File: src/rtl/organ_pkg.sv
// Shared organ definitions: matrix geometry, key-candidate encoding,
// keypad FSM states and the row-major lowest-index key picker.
package organ_pkg;

   localparam int ROWS  = 4;
   localparam int COLS  = 4;
   localparam int KEY_W = 4;
   localparam int NKEYS = ROWS * COLS;

   typedef enum logic {
      IDLE = 1'b0,
      HELD = 1'b1
   } kp_state_e;

   // vld=0 marks "no key"; idx is forced to 0 then so that
   // whole-struct compares treat every empty frame alike.
   typedef struct packed {
      logic             vld;
      logic [KEY_W-1:0] idx;
   } key_cand_t;

   localparam key_cand_t NO_KEY = '{vld: 1'b0, idx: '0};

   // frame_n is active-low, bit i = key i (row*COLS + col).
   // Walk high to low so the lowest closed index wins.
   function automatic key_cand_t pick_key(
      input logic [NKEYS-1:0] frame_n
   );
      key_cand_t c;
      c = NO_KEY;
      for (int i = NKEYS - 1; i >= 0; i--) begin
         if (!frame_n[i]) begin
            c.vld = 1'b1;
            c.idx = KEY_W'(i);
         end
      end
      return c;
   endfunction

endpackage

File: src/rtl/keypad_scanner_if.sv
// Key-matrix and key-report bundle of the keypad scanner.
// master: scanner side (reads I_COL, drives rows and key report).
interface keypad_scanner_if;
   import organ_pkg::*;

   logic [COLS-1:0]  I_COL;
   logic [ROWS-1:0]  O_ROW;
   logic [KEY_W-1:0] O_KEY;
   logic             O_VALID;
   logic             O_PRESS;

   modport master (
      input  I_COL,
      output O_ROW,
      output O_KEY,
      output O_VALID,
      output O_PRESS
   );

   modport slave (
      output I_COL,
      input  O_ROW,
      input  O_KEY,
      input  O_VALID,
      input  O_PRESS
   );

endinterface

File: src/rtl/scan_tick_gen.sv
// Turns the divider's scan clock into a one-cycle tick on its rising edge.
// Ports: I_CLK, rst (sync, high), I_SCAN_CLK (data) -> tick.
module scan_tick_gen (
   input  logic I_CLK,
   input  logic rst,
   input  logic I_SCAN_CLK,
   output logic tick
);

   logic s1_q, s1_d;
   logic s2_q, s2_d;
   logic prev_q, prev_d;

   always_comb begin
      s1_d   = I_SCAN_CLK;
      s2_d   = s1_q;
      prev_d = s2_q;
   end

   // All flops reset to 1: a level already high at reset
   // release must not look like a rising edge.
   always_ff @(posedge I_CLK) begin
      if (rst) begin
         s1_q   <= 1'b1;
         s2_q   <= 1'b1;
         prev_q <= 1'b1;
      end else begin
         s1_q   <= s1_d;
         s2_q   <= s2_d;
         prev_q <= prev_d;
      end
   end

   assign tick = s2_q & ~prev_q;

endmodule

File: src/rtl/keypad_scanner.sv
// 4x4 key-matrix scanner: row ring, column sync, frame debounce, key FSM.
// Ports: I_CLK, rst (sync, high), I_SCAN_CLK, kp (master: I_COL in; O_ROW/O_KEY/O_VALID/O_PRESS out).
module keypad_scanner
   import organ_pkg::*;
#(
   parameter int DEBOUNCE_SCANS = 4
) (
   input  logic              I_CLK,
   input  logic              rst,
   input  logic              I_SCAN_CLK,
   keypad_scanner_if.master  kp
);

   localparam logic [3:0] DB = 4'(DEBOUNCE_SCANS);

   logic tick;

   scan_tick_gen u_tick (
      .I_CLK      (I_CLK),
      .rst        (rst),
      .I_SCAN_CLK (I_SCAN_CLK),
      .tick       (tick)
   );

   logic [COLS-1:0]  col_s1_q, col_s1_d;
   logic [COLS-1:0]  col_s2_q, col_s2_d;
   logic [1:0]       row_idx_q, row_idx_d;
   logic [ROWS-1:0]  row_q, row_d;
   logic [NKEYS-1:0] frame_q, frame_d;
   key_cand_t        prev_q, prev_d;
   logic [3:0]       cnt_q, cnt_d;
   logic             frame_end;
   key_cand_t        cand;

   kp_state_e        state_q;
   logic [KEY_W-1:0] key_q;
   logic             valid_q;
   logic             press_q;

   always_comb begin
      col_s1_d  = kp.I_COL;
      col_s2_d  = col_s1_q;
      row_idx_d = row_idx_q;
      row_d     = row_q;
      frame_d   = frame_q;
      prev_d    = prev_q;
      cnt_d     = cnt_q;
      frame_end = 1'b0;
      cand      = NO_KEY;
      if (tick) begin
         // Sample the row driven since the previous tick, then move on.
         for (int r = 0; r < ROWS; r++) begin
            if (row_idx_q == 2'(r)) begin
               frame_d[r*COLS +: COLS] = col_s2_q;
            end
         end
         row_idx_d = row_idx_q + 2'd1;
         row_d     = ~(ROWS'(1) << row_idx_d);
         if (row_idx_q == 2'(ROWS - 1)) begin
            frame_end = 1'b1;
            cand      = pick_key(frame_d);
            prev_d    = cand;
            if (cand == prev_q) begin
               cnt_d = (cnt_q >= DB) ? DB : cnt_q + 4'd1;
            end else begin
               cnt_d = 4'd1;
            end
         end
      end
   end

   always_ff @(posedge I_CLK) begin
      if (rst) begin
         col_s1_q  <= '1;
         col_s2_q  <= '1;
         row_idx_q <= 2'd0;
         row_q     <= 4'b1110;
         frame_q   <= '1;
         prev_q    <= NO_KEY;
         cnt_q     <= 4'd0;
      end else begin
         col_s1_q  <= col_s1_d;
         col_s2_q  <= col_s2_d;
         row_idx_q <= row_idx_d;
         row_q     <= row_d;
         frame_q   <= frame_d;
         prev_q    <= prev_d;
         cnt_q     <= cnt_d;
      end
   end

   // Key FSM: acts only at frame end once the candidate is stable.
   always_ff @(posedge I_CLK) begin
      if (rst) begin
         state_q <= IDLE;
         key_q   <= '0;
         valid_q <= 1'b0;
         press_q <= 1'b0;
      end else begin
         press_q <= 1'b0;
         if (frame_end && cnt_d == DB) begin
            unique case (state_q)
               IDLE: begin
                  if (cand.vld) begin
                     state_q <= HELD;
                     key_q   <= cand.idx;
                     valid_q <= 1'b1;
                     press_q <= 1'b1;
                  end
               end
               HELD: begin
                  if (!cand.vld) begin
                     state_q <= IDLE;
                     valid_q <= 1'b0;
                  end else if (cand.idx != key_q) begin
                     key_q   <= cand.idx;
                     press_q <= 1'b1;
                  end
               end
               default: ;
            endcase
         end
      end
   end

   assign kp.O_ROW   = row_q;
   assign kp.O_KEY   = key_q;
   assign kp.O_VALID = valid_q;
   assign kp.O_PRESS = press_q;

endmodule

File: src/flat_wrapper.sv
// flat-port wrapper written by rule: the top's interface ports become plain ports
module keypad_scanner_flat import organ_pkg::*;
#(
   parameter int DEBOUNCE_SCANS = 4
)
  (I_CLK, rst, I_SCAN_CLK, kp_I_COL, kp_O_ROW, kp_O_KEY, kp_O_VALID, kp_O_PRESS);
  keypad_scanner_if kp_i ();
  input  logic I_CLK;
  input  logic rst;
  input  logic I_SCAN_CLK;
  input wire logic [$bits(kp_i.I_COL)-1:0] kp_I_COL;
  output wire logic [$bits(kp_i.O_ROW)-1:0] kp_O_ROW;
  output wire logic [$bits(kp_i.O_KEY)-1:0] kp_O_KEY;
  output wire logic [$bits(kp_i.O_VALID)-1:0] kp_O_VALID;
  output wire logic [$bits(kp_i.O_PRESS)-1:0] kp_O_PRESS;
  assign kp_i.I_COL = kp_I_COL;
  assign kp_O_ROW = kp_i.O_ROW;
  assign kp_O_KEY = kp_i.O_KEY;
  assign kp_O_VALID = kp_i.O_VALID;
  assign kp_O_PRESS = kp_i.O_PRESS;
  keypad_scanner #(.DEBOUNCE_SCANS(DEBOUNCE_SCANS)) u_core (.I_CLK(I_CLK), .rst(rst), .I_SCAN_CLK(I_SCAN_CLK), .kp(kp_i));
endmodule
File: config.mk
export PLATFORM = sky130hd
export DESIGN_NAME = keypad_scanner_flat
export DESIGN_NICKNAME = d
export VERILOG_FILES = /design/src/rtl/organ_pkg.sv /design/src/rtl/keypad_scanner_if.sv /design/src/rtl/scan_tick_gen.sv /design/src/rtl/keypad_scanner.sv /design/src/flat_wrapper.sv
export SDC_FILE = /design/constraint.sdc
export NUM_CORES = 1
export LEC_CHECK = 0
export ABC_CLOCK_PERIOD_IN_PS = 2800
export CORE_MARGIN = 2
export CORE_UTILIZATION = 33
export DETAILED_ROUTE_END_ITERATION = 10
export PLACE_DENSITY = 0.63
export SYNTH_ARGS = -nofsm -noshare
export SYNTH_HDL_FRONTEND = slang
export SYNTH_SLANG_ARGS = --single-unit
export TNS_END_PERCENT = 20
File: constraint.sdc
create_clock -name I_CLK -period 2.8 [get_ports I_CLK]
set_input_delay 0.56 -clock I_CLK [delete_from_list [all_inputs] [get_ports I_CLK]]
set_output_delay 0.56 -clock I_CLK [all_outputs]
set_load 0.05 [all_outputs]
==> flow_summary_export.csv <==
group,metric,value,unit
timing,max_freq,357,MHz
logic_synthesis,async_flop_share,0,%
power_and_ir_drop,pwr_density_cell,415,mW/mm2
timing,fin_tns_setup,0,ns
placed_design,place_area,0.00315,mm2
drt,wl_per_cell,14.2,um
timing,rsz0062_at_grt,"true",
die,start_util,34.0,%
timing,max-slew-margin-rel,46.2,%
logic_synthesis,yosys_warnings,0,
drt,viasPerCell,5.16,
logic_synthesis,netlist.area_leader.share,37.5,%
cts,cts_hold_buf,0,
power_and_ir_drop,ir_drop,285,uV
global_route,grt_max_degree,30,
cells_and_area,postLayoutCellArea,0.00343,mm2
logic_synthesis,synth.largest_area_cell,"dfxtp_1",
logic_synthesis,synth.avg_cell_area,8.33,um2
worst_setup_path,endpoint_kind,"register",
global_route,grt_pass1_wl,11.3,mm
timing,tightest_slew,0.806,ns
cells_and_area,final_cell_mix,"buf_4, dfxtp_1, nand2_1",
run_status,outcome,"finished clean",
timing,fin_ws,0.00186,ns
cells_and_area,nNetsFinal,386,
worst_setup_path,path_class,"register to register",
worst_setup_path,cp_num_buf_inv,1,
timing,period_needed,2.80,ns
timing,fin_crit_sh,99.9,%
die,rows,32,
worst_setup_path,startpoint_type,"register",
cells_and_area,syn2layout_area_growth,31.3,%
logic_synthesis,synth-seq-area-share,37.5,%
cells_and_area,num_antenna_cells,0,
logic_synthesis,synth_nets,332,
cts,cts_root_buffer,"clkbuf_8",
cts,cts-buffers-inserted,5,
drt,drt_iter0_markers,126,
power_and_ir_drop,p_total,0.00142,W
timing,skew,0.00541,ns
die,io_pins,17,
drt,drt_first_pass_iters,4,
drt,drtAntennaViolNets,0,
worst_setup_path,max_stage_delay,0.49,ns
worst_setup_path,critPathMaxFanout,5,
die,die_area,0.00865,mm2
logic_synthesis,synth_cell_types,52,
placed_design,port_buffers,16,
cts,cts_tree,"yes",
global_route,first_global_vias,2356,
timing,hold_violations,0,
global_route,grt_overflow,0,
worst_setup_path,worstPathCellList,"inv_6, ha_4, and3b_2, a2bb2o_4, nand2b_4, or4_4, a211oi_4, nand3_2, a211oi_2, mux2_4",
power_and_ir_drop,power_leakage,1.38,nW
timing,setup_viol,0,
cts,cts.sinks,49,
drt,vias,2430,
logic_synthesis,yosys_register_bits,49,
logic_synthesis,syn-cell-area,0.00262,mm2
timing,whs,0.416,ns
run,maxCapViolCount,0,
timing,slew_violations,0,
logic_synthesis,synth-main-ff-cell,"dfxtp_1",
die,die_y,93.0,um
die,die_w,93.0,um
worst_setup_path,cp_data_arrival_time,3.01,ns
drt,drc_errors,0,
worst_setup_path,required,3.01,ns
die,fp.coreArea,0.00769,mm2
min_path,hold_class,"register to register",
worst_setup_path,r2r_setup_slack,0.002,ns
logic_synthesis,syn_inst,314,
placed_design,gp_congestion,0.842,
cts,cts_buffer_depth,2,
placed_design,place_ws,-0.0981,ns
worst_setup_path,crit_family,"simple AND/OR/NAND/NOR gates",
drt,wl,6.67,mm
cts,worstSkewPairLatency,0.31,ns
global_route,grt_antenna_before_repair,0,
cells_and_area,drive_above_1_share,27.4,%
logic_synthesis,ys_top_cells_by_area,"dfxtp_1, nand2_1, ha_1",
placed_design,dp_hpwl,4.69,mm
cts,clkTransAtPathRegs,0.10,ns
global_route,grt_use_total,16.2,%
logic_synthesis,synth-edff-count,0,
cts,htree_levels,2,
worst_setup_path,slowest_stage,"or4_4",
-- layer usage --
| layer | wire length [um] | up-vias | track usage, % |
|---|---|---|---|
| li1 | - | 1241 | - |
| met1 | 3030 | 1137 | 20.7 |
| met4 | 127 | 0 | 5.51 |
| met3 | 204 | 10 | 2.82 |
| met2 | 3300 | 42 | 27.5 |
| met5 | 0 | - | 0 |
-- cell usage after synthesis, types with 2 or more instances --
cell,n
nand2b_1,7
nor2b_1,3
ha_1,11
nor3_1,6
nand3_1,12
inv_1,9
a211oi_2,2
xnor2_1,2
or2_2,13
mux2_2,2
o21ai_0,23
o21a_1,2
buf_2,2
and3_1,4
mux2i_1,4
and3b_1,5
nand2_1,39
a211oi_1,3
or3_1,4
a32oi_1,3
o211ai_1,10
a31oi_1,5
a21oi_1,27
nor3b_1,3
buf_4,2
nor2_1,18
dfxtp_1,49
o2111a_1,3
nand3b_1,7
clkbuf_1,12
-- final cells by class --
| type | count | area [um2] |
|---|---|---|
| fillers | 772 | 4250 |
| multi-input cells | 239 | 1640 |
| flip-flops and latches | 49 | 988 |
| repair buffers | 64 | 524 |
| well taps | 102 | 128 |
| clock buffers | 5 | 68.8 |
| clock inverters | 3 | 43.8 |
| inverters | 9 | 41.3 |
-- kinds of logic after synthesis --
kind of cell	synth area share, %
simple gates	25.9
xor+xnor	1.00
fa+ha+maj	5.26
mux	2.39
compound gates	23.8
flops	37.5
buf+inv	4.11
-- sequential cells by signal, indices dropped and copies added (netlist names), 2 cells and up --
| signal | cells |
|---|---|
| u_core.col_s1_q | 4 |
| u_core.kp.O_KEY | 4 |
| u_core.prev_q | 5 |
| u_core.kp.O_ROW | 4 |
| u_core.col_s2_q | 4 |
| u_core.row_idx_q | 2 |
| u_core.frame_q | 16 |
| u_core.cnt_q | 4 |
-- power by group --
part	switching (W)	leakage [nW]	internal, W
combinational	0.0000915	0.918	0.0000943
clock	0.000255	0.0585	0.000268
sequential	0.0000101	0.400	0.000705
-- per-stage QoR --
step / cells / util (%)
final: 471 / 44.7
after CTS: 470 / 44.0
after detailed placement: 456 / 41.0
after global routing: 471 / 44.7
after floorplan: 314 / -
after global placement: 456 / 41.0
-- final timing paths --
check                                           to                 from  cells past startpoint
worst max register to register      u_core.state_q  u_core.row_idx_q[0]                     10
worst min-delay path            u_core.col_s2_q[2]   u_core.col_s1_q[2]                      1
worst max-delay path                u_core.state_q  u_core.row_idx_q[0]                     10
worst min register to register  u_core.col_s2_q[2]   u_core.col_s1_q[2]                      1
-- what timing repair did --
| action | in CTS | in global routing |
|---|---|---|
| pin swaps | 8 | 10 |
| setup endpoints to repair | 5 | 9 |
| gates resized for setup | 20 | 15 |
| buffers inserted | 6 | 1 |
Note: power is estimated with default switching activity, not from simulation.
